--- src/rtl/div_pkg.sv ---
// -----------------------------------------------------------------------------
// div_pkg
// Shared definitions for the divider result BCD converter.
//   state_t    : converter FSM state encoding
//   DIV_WIDTH  : default binary width of quotient / remainder
//   DIV_DIGITS : default number of BCD digits per result (enough for 2^32-1)
// -----------------------------------------------------------------------------
package div_pkg;

    localparam int DIV_WIDTH  = 32;
    localparam int DIV_DIGITS = 10;

    // IDLE waits for a divider strobe, CONV_Q / CONV_R run double-dabble on the
    // quotient and remainder, DONE emits the valid pulse, ERR mirrors the
    // divider error flag until it drops.
    typedef enum logic [2:0] {
        IDLE   = 3'd0,
        CONV_Q = 3'd1,
        CONV_R = 3'd2,
        DONE   = 3'd3,
        ERR    = 3'd4
    } state_t;

endpackage : div_pkg

--- src/rtl/bcd_add3_shift.sv ---
// -----------------------------------------------------------------------------
// bcd_add3_shift
// One combinational double-dabble step: every BCD digit of the accumulator that
// is 5 or more gets +3, then {accumulator, shift register} moves left by one.
// Ports:
//   acc_i   : packed BCD accumulator, digit 0 in bits [3:0]
//   shift_i : binary bits still to be shifted in, MSB first
//   acc_o   : accumulator after adjust and shift
//   shift_o : shift register after shift (LSB filled with 0)
// -----------------------------------------------------------------------------
module bcd_add3_shift
    import div_pkg::*;
#(
    parameter int WIDTH  = DIV_WIDTH,
    parameter int DIGITS = DIV_DIGITS
) (
    input  logic [4*DIGITS-1:0] acc_i,
    input  logic [WIDTH-1:0]    shift_i,
    output logic [4*DIGITS-1:0] acc_o,
    output logic [WIDTH-1:0]    shift_o
);

    logic [4*DIGITS-1:0]       adjusted;
    logic [4*DIGITS+WIDTH-1:0] joined;

    // Pre-correct each digit so that the following doubling carries cleanly
    // into the next digit; a digit of 5..9 doubled would otherwise land in the
    // illegal 10..18 range. The whole {acc, shift} pair is then shifted as one
    // vector so the MSB of the binary operand feeds digit 0.
    always_comb begin
        adjusted = acc_i;
        for (int i = 0; i < DIGITS; i++) begin
            if (acc_i[4*i +: 4] >= 4'd5) begin
                adjusted[4*i +: 4] = acc_i[4*i +: 4] + 4'd3;
            end
        end
        joined  = {adjusted, shift_i} << 1;
        acc_o   = joined[4*DIGITS+WIDTH-1:WIDTH];
        shift_o = joined[WIDTH-1:0];
    end

endmodule : bcd_add3_shift

--- src/rtl/div_result_bcd.sv ---
// -----------------------------------------------------------------------------
// div_result_bcd
// Converts the quotient and remainder of an upstream divider into packed BCD,
// one bit per clock, quotient first and then remainder.
// Ports:
//   clk     : clock, all state on the rising edge
//   reset   : asynchronous active-high reset
//   ok      : divider completion level; a rising edge in IDLE starts a conversion
//   err     : divider error level; a rising edge in IDLE enters the error state
//   D, R    : quotient and remainder from the divider
//   q_bcd   : quotient in packed BCD (digit 0 in bits [3:0])
//   r_bcd   : remainder in packed BCD
//   valid   : one-cycle pulse when q_bcd / r_bcd carry a new result
//   busy    : high while a conversion is in progress
//   div_err : high while the error condition is latched
// -----------------------------------------------------------------------------
module div_result_bcd
    import div_pkg::*;
#(
    parameter int WIDTH  = DIV_WIDTH,
    parameter int DIGITS = DIV_DIGITS
) (
    input  logic                clk,
    input  logic                reset,
    input  logic                ok,
    input  logic                err,
    input  logic [WIDTH-1:0]    D,
    input  logic [WIDTH-1:0]    R,
    output logic [4*DIGITS-1:0] q_bcd,
    output logic [4*DIGITS-1:0] r_bcd,
    output logic                valid,
    output logic                busy,
    output logic                div_err
);

    localparam int CW = (WIDTH > 1) ? $clog2(WIDTH) : 1;
    localparam logic [CW-1:0] CNT_START = CW'(WIDTH - 1);

    state_t              state_q, state_d;
    logic [CW-1:0]       cnt_q, cnt_d;
    logic [4*DIGITS-1:0] acc_q, acc_d;
    logic [WIDTH-1:0]    shift_q, shift_d;
    logic [WIDTH-1:0]    remCap_q, remCap_d;
    logic [4*DIGITS-1:0] qBcd_q, qBcd_d;
    logic [4*DIGITS-1:0] rBcd_q, rBcd_d;
    logic                valid_q;
    logic                ok_q;
    logic                err_q;

    logic                okRise;
    logic                errRise;
    logic [4*DIGITS-1:0] stepAcc;
    logic [WIDTH-1:0]    stepShift;

    // The edge registers reset to 0, so an ok that is already high when reset
    // is released still reads as a fresh rising edge.
    assign okRise  = ok  & ~ok_q;
    assign errRise = err & ~err_q;

    bcd_add3_shift #(
        .WIDTH  (WIDTH),
        .DIGITS (DIGITS)
    ) u_step (
        .acc_i   (acc_q),
        .shift_i (shift_q),
        .acc_o   (stepAcc),
        .shift_o (stepShift)
    );

    // State and datapath registers. The edge registers track ok/err in every
    // state, which is what makes a level held through a conversion (or toggled
    // during one) unable to retrigger once the FSM is back in IDLE.
    always_ff @(posedge clk or posedge reset) begin
        if (reset) begin
            state_q  <= IDLE;
            cnt_q    <= '0;
            acc_q    <= '0;
            shift_q  <= '0;
            remCap_q <= '0;
            qBcd_q   <= '0;
            rBcd_q   <= '0;
            valid_q  <= 1'b0;
            ok_q     <= 1'b0;
            err_q    <= 1'b0;
        end else begin
            state_q  <= state_d;
            cnt_q    <= cnt_d;
            acc_q    <= acc_d;
            shift_q  <= shift_d;
            remCap_q <= remCap_d;
            qBcd_q   <= qBcd_d;
            rBcd_q   <= rBcd_d;
            valid_q  <= (state_q == DONE);
            ok_q     <= ok;
            err_q    <= err;
        end
    end

    // Next-state logic. Each CONV_* state runs WIDTH steps with the counter
    // going WIDTH-1 down to 0; the step taken on count 0 is the last one, so its
    // result goes straight into the output register on the same edge.
    always_comb begin
        state_d  = state_q;
        cnt_d    = cnt_q;
        acc_d    = acc_q;
        shift_d  = shift_q;
        remCap_d = remCap_q;
        qBcd_d   = qBcd_q;
        rBcd_d   = rBcd_q;

        case (state_q)
            IDLE: begin
                if (errRise) begin
                    state_d = ERR;
                    qBcd_d  = '0;
                    rBcd_d  = '0;
                end else if (okRise) begin
                    shift_d  = D;
                    remCap_d = R;
                    acc_d    = '0;
                    cnt_d    = CNT_START;
                    state_d  = CONV_Q;
                end
            end

            CONV_Q: begin
                acc_d   = stepAcc;
                shift_d = stepShift;
                cnt_d   = cnt_q - CW'(1);
                if (cnt_q == '0) begin
                    qBcd_d  = stepAcc;
                    acc_d   = '0;
                    shift_d = remCap_q;
                    cnt_d   = CNT_START;
                    state_d = CONV_R;
                end
            end

            CONV_R: begin
                acc_d   = stepAcc;
                shift_d = stepShift;
                cnt_d   = cnt_q - CW'(1);
                if (cnt_q == '0) begin
                    rBcd_d  = stepAcc;
                    cnt_d   = '0;
                    state_d = DONE;
                end
            end

            DONE: begin
                state_d = IDLE;
            end

            ERR: begin
                if (!err) begin
                    state_d = IDLE;
                end
            end

            default: begin
                state_d = IDLE;
            end
        endcase
    end

    assign q_bcd   = qBcd_q;
    assign r_bcd   = rBcd_q;
    assign valid   = valid_q;
    assign busy    = (state_q == CONV_Q) || (state_q == CONV_R) || (state_q == DONE);
    assign div_err = (state_q == ERR);

endmodule : div_result_bcd
--- config.mk ---
export PLATFORM = sky130hd
export DESIGN_NAME = div_result_bcd
export DESIGN_NICKNAME = d
export VERILOG_FILES = /design/src/rtl/div_pkg.sv /design/src/rtl/bcd_add3_shift.sv /design/src/rtl/div_result_bcd.sv
export SDC_FILE = /design/constraint.sdc
export NUM_CORES = 1
export LEC_CHECK = 0
export ABC_AREA = 1
export CORE_MARGIN = 4
export CORE_UTILIZATION = 45
export DETAILED_ROUTE_END_ITERATION = 7
export GPL_ROUTABILITY_DRIVEN = 0
export PLACE_DENSITY = 0.76
export RECOVER_POWER = 50
export SLEW_MARGIN = 20
export SYNTH_ARGS = -nofsm -noshare
export SYNTH_HDL_FRONTEND = slang
export SYNTH_SLANG_ARGS = --single-unit
--- constraint.sdc ---
create_clock -name clk -period 5.7 [get_ports clk]
set_input_delay 0.57 -clock clk [delete_from_list [all_inputs] [get_ports clk]]
set_output_delay 0.57 -clock clk [all_outputs]
set_load 0.005 [all_outputs]
## After elaboration in Yosys (flattened, before gate mapping)

Index checks and enable logic that the tools add are counted.

| cells by class | value |
|---|---|
| muxes and demuxes | 33 |
| add/sub/neg operators | 11 |
| reduce and logical (&&, ||, !) cells | 12 |
| bitwise operators | 5 |
| order comparisons | 10 |
| equal/unequal tests | 11 |

Operators by type and width:

| operator | number |
|---|---|
| 40-bit 2-to-1 mux | 5 |
| 40-bit one-hot mux with 2 select lines | 2 |
| 40-bit one-hot mux with 3 select lines | 1 |
| 32-bit 2-to-1 mux | 3 |
| 32-bit one-hot mux with 3 select lines | 1 |
| 4-bit by 3-bit >= comparator with 1-bit output (second input constant) | 10 |
| 4-bit by 2-bit adder with 4-bit output (second input constant) | 9 |
| 4-bit 2-to-1 mux | 9 |
| 5-bit 2-to-1 mux | 4 |
| 3-bit 2-to-1 mux | 6 |
| 5-bit one-hot mux with 3 select lines | 1 |
| 2-bit inequality test (second input constant) | 6 |
| 3-bit one-hot mux with 4 select lines | 1 |
| 3-bit AND reduction | 4 |
| 3-bit by 2-bit equality test with 1-bit output (second input constant) | 2 |
| 5-bit logical NOT | 1 |
| 5-bit by 1-bit subtractor with 5-bit output (second input constant) | 1 |
| 4-bit AND reduction | 1 |
| 2-bit nonzero test | 2 |
| 3-bit by 2-bit adder with 3-bit output (second input constant) | 1 |
| 3-bit by 1-bit equality test with 1-bit output (second input constant) | 1 |
| 3-bit equality test (second input constant) | 1 |
| 3-bit logical NOT | 1 |
| 3-bit inequality test (second input constant) | 1 |
| 4 further kinds | 8 |

| word-level totals | value |
|---|---|
| output and inout bits | 83 |
| bits in registers | 195 |
| input bits | 68 |

## Depth between registers and ports, before layout

| depth | value |
|---|---|
| depth in word-level cells | 5 |
| depth in mapped cells | 10 |
| gate-level depth less buffers | 9 |

## Cells and area by module

Synthesis repeated with hierarchy kept, for this count alone.

| unflattened totals | value |
|---|---|
| cell total of the unflattened synthesis | 1,487 |
| area total of the unflattened synthesis | 10,999.3 um^2 |

Modules (own cells, without submodules):

| module | seq. area each (um^2) | area an instance (um^2) | times used | cells an instance |
|---|---|---|---|---|
| div_result_bcd | 4,879.7 | 9,601.7 | 1 | 1,241 |
| bcd_add3_shift | 0.0 | 1,397.6 | 1 | 246 |

## Worst setup path after synthesis

OpenSTA, ideal clock, no wires.

| timing | value |
|---|---|
| path kind | flip-flop to flip-flop |
| from | register cnt_q[0] |
| to | register acc_q[2] |
| arrival time | 1.448 ns |
| data required time | 5.562 ns |
| cell stages (with the launch flop) | 10 |
| clock period less this slack | 1.586 ns |
| buffers on the path | 2 |
| setup time | 0.138 ns |
| path slack | 4.114 ns |
| path through | dfrtp_1 > inv_1 > ha_1 > buf_2 > nand3_2 > nand2_1 > nand2_2 > inv_2 > buf_2 > o22ai_1 |

| on the way | value |
|---|---|
| word-level cells in the longest chain between the ends | 3 |

RTL lines:

| item | line | text |
|---|---|---|
| start, declared | div_result_bcd.sv:40 | `logic [CW-1:0] cnt_q, cnt_d;` |
| start signal, assigned | div_result_bcd.sv:87 | `cnt_q <= cnt_d;` |
| 5-bit logical NOT | div_result_bcd.sv:130 | `if (cnt_q == '0) begin` |
| 40-bit 2-to-1 mux | div_result_bcd.sv:130 |  |
| 40-bit one-hot mux with 3 select lines | div_result_bcd.sv:111 | `case (state_q)` |
| end signal, assigned | div_result_bcd.sv:77 | `acc_q <= '0;` |
| end signal, assigned | div_result_bcd.sv:88 | `acc_q <= acc_d;` |
| end, declared | div_result_bcd.sv:41 | `logic [4*DIGITS-1:0] acc_q, acc_d;` |

No other way between the ends.
A chain may end at the register's enable or synchronous reset.

==> qor.yml <==
timing:
  max_slew_margin: -0.9649
  holdWs_ps: 464.7
  min_period_ps: 3873
  finalSetupTns_ps: 0
  maxClockFrequency_mhz: 258.2
  rsz0062_at_grt: "no"
  min_period_over_period: 0.6795
  drv_slew: 184
  fin_ws_ps: 1827
  setup_viol: 0
  skew_ps: 8.732
  finalHoldViolations: 0
  worstMarginPinSlew_ps: 2947
critical_path:
  cp_top_family: "buffers and inverters"
  cp_num_cells: 4
  crit_start: "reset"
  worst-setup-path-type: "in -> async"
  cp_num_buf_inv: 4
  reg2reg_from: "cnt_q[4]"
  start_kind: "input port"
  slowest_delay_ps: 2110
  ff2ff_setup_slack_ps: 2000
  slowest_stage: "clkbuf_2"
  cp.required_ps: 5600
  critPathCaptureType: "asynchronous set/reset pin"
  cp_cell_sequence: "dlygate4sd3_1 -> clkinvlp_4 -> buf_12 -> clkbuf_2"
  reg2regPathDepth: 7
  crit_path_max_fanout: 118
  cp.arrival_ps: 3780
  crit_path_end: "remCap_q[23]"
  timing.rr.end: "r_bcd[28]"
floorplanning:
  rows: 52
  die_w_um: 153.0
  dieArea_um2: 23420
  start_util: 0.4633
  coreArea_um2: 20430
  die_y_um: 153.0
  num_io_pins: 151
cts:
  post_cts_resized: 0
  clkTransAtPathRegs_ps: 70
  clockBufferDepth: 2
  htree_levels: 4
  clock_sinks: 195
  clock-root-buffer: "clkbuf_16"
  cts_buffers: 17
  cts_tree: "yes"
  clkLatencyLatePin_ps: 440
  post_cts_buffers: 0
  cts_hold_buf: 0
layout:
  fillCellCount: 1883
  nNetsFinal: 1402
  fin_area_um2: 11710
  diodes: 0
  fin_util: 0.5732
  syn2layout_area_growth_pct: 23.71
  layout-drive-gt1-share: 0.04676
place:
  pre_cts_slack_ps: 2070
  dpl_cell_area_um2: 11090
  dpl.hpwl_um: 15730
  port_buffers: 150
power_and_ir_drop:
  power.density_nw_per_um2: 513.1
  ir_drop_mv: 0.2879
  total_leakage_power_nw: 5.808
flow_run:
  drv_cap: 2
drt:
  drc: 0
  drt_iter0_markers: 752
  wl_per_cell_um: 14.92
  ant_nets: 0
  via_count: 8311
  wl_um: 23820
  first_pass_iters: 5
  vias_per_cell: 5.207
synth:
  avgSynthCellArea_um2: 7.908
  synth-seq-cells: 195
  synth_cells: 1197
  async_flop_share: 1.000
  muxShareOfSynthArea: 0
  synth_top_family_by_area: "simple AND/OR/NAND/NOR gates"
  ys.flop_type: "dfrtp_1"
  synth-xor-area-share: 0.009253
  ys_warn_count: 0
  syn-num-nets: 1286
  synth-compound-area-share: 0.1051
  synth-edff-count: 0
  synthAdderAreaFrac: 0.02776
  ys_seq_area_frac: 0.5155
  synth_simple_gate_area_frac: 0.2600
  ys_types: 28
  netlist_area_um2: 9465
global_route:
  grt_pass1_vias: 7952
  overflow: 0
  antenna_found_initial: 0
  grt_max_degree: 196
  grt_pass1_wl_um: 39760
  grt_usage: 0.2030
min_path:
  hp-class: "reg -> reg"
run_status:
  status: "finished, violations left"
  violations: "capacitance limit, slew limit"
[cell type report]
type / count / area, µm² / share of cell area
tap: 270 / 337.8 / 0.02885
inverter: 134 / 506.7 / 0.04327
timing repair buffer: 157 / 1560 / 0.1332
sequential: 195 / 4880 / 0.4167
multi-input combinational: 808 / 3809 / 0.3252
clock inverter: 15 / 191.4 / 0.01635
clock buffer: 17 / 425.4 / 0.03633
[kinds of logic (layout without fill, tap and decap cells)]
kind of cell	after synthesis	count (layout)
XOR/XNOR	10	10
adder cells (fa/ha/maj)	21	21
flip-flops	195	195
AO/OA/AOI/OAI	193	193
AND/OR/NAND/NOR	584	584
buffers and inverters	194	323
[tightest hold or removal path, cell delays in order, from the launching register on]
cell,delay [ps]
dfrtp_1,340
nand2_1,50
nand2_1,40
[cell usage in the layout (no fill, tap or decap)]
cell             instances
clkbuf_16               17
nand2_2                  3
nand3_4                  1
bufinv_16                2
inv_8                    4
clkbuf_2                 1
clkinv_8                 1
nand4_1                 33
a21oi_1                 35
inv_1                  124
nor2_1                  81
nand2_4                  1
nor2_2                   1
buf_4                    4
buf_12                   1
nor3_1                   1
ha_1                    21
nand4_2                  1
clkdlybuf4s50_1        117
clkinvlp_4               1
inv_2                    9
dfrtp_1                195
nand3_1                 82
nor2_4                   4
xor2_1                  10
nand2_1                372
or2_2                    2
nand3b_1                 1
clkbuf_1                 1
o21ai_0                115
o21ai_1                 21
clkinv_4                 5
nand3_2                  1
o22ai_1                 21
dlygate4sd3_1           33
inv_6                    3
o21a_1                   1
[per-layer routing]
metal  track usage  up-vias  share of wire
li1              -     4066              -
met1        0.2850     3937           0.45
met4       0.06279        0          0.019
met3       0.02940       31          0.055
met2        0.3284      277           0.47
met5             0        -              0
[cells in the mapped netlist, types with 25 or more instances]
| library cell | count | share of area |
|---|---|---|
| a21oi_1 | 35 | 0.019 |
| buf_2 | 26 | 0.014 |
| clkbuf_1 | 25 | 0.0099 |
| dfrtp_1 | 195 | 0.52 |
| inv_1 | 125 | 0.050 |
| nand2_1 | 373 | 0.15 |
| nand3_1 | 82 | 0.043 |
| nand4_1 | 33 | 0.022 |
| nor2_1 | 81 | 0.032 |
| o21ai_0 | 115 | 0.061 |
[metrics by stage]
stage               std cells  power (mW)
CTS                      1595       6.024
global route             1596       6.511
finish                   1596       6.008
global placement         1563       4.649
floorplan                1197       4.048
detailed placement       1563       4.751
[sequential cells by signal (all words and copies together) (netlist names)]
signal and cells:
r_bcd 40, state_q 3, acc_q 40, cnt_q 5, err_q 1, remCap_q 32, valid 1, shift_q 32
ok_q 1, q_bcd 40
[worst min-delay path by stage]
stage                           start          end  slack, ps  depth (start not counted)
after CTS                    q_bcd[6]     q_bcd[6]        480                          2
after floorplan           remCap_q[0]  remCap_q[0]        440                          2
after detailed placement     q_bcd[6]     q_bcd[6]        460                          2
after global routing      remCap_q[0]  remCap_q[0]        490                          2
final                       q_bcd[24]    q_bcd[24]        460                          2
after global placement      q_bcd[33]    q_bcd[33]        450                          2
[report_power, final]
| group | internal (mW) | switching [mW] |
|---|---|---|
| combinational | 0.835 | 1.86 |
| sequential | 1.81 | 0.247 |
| clock | 0.671 | 0.584 |
No activity file was read; power rests on OpenSTA's default activity.
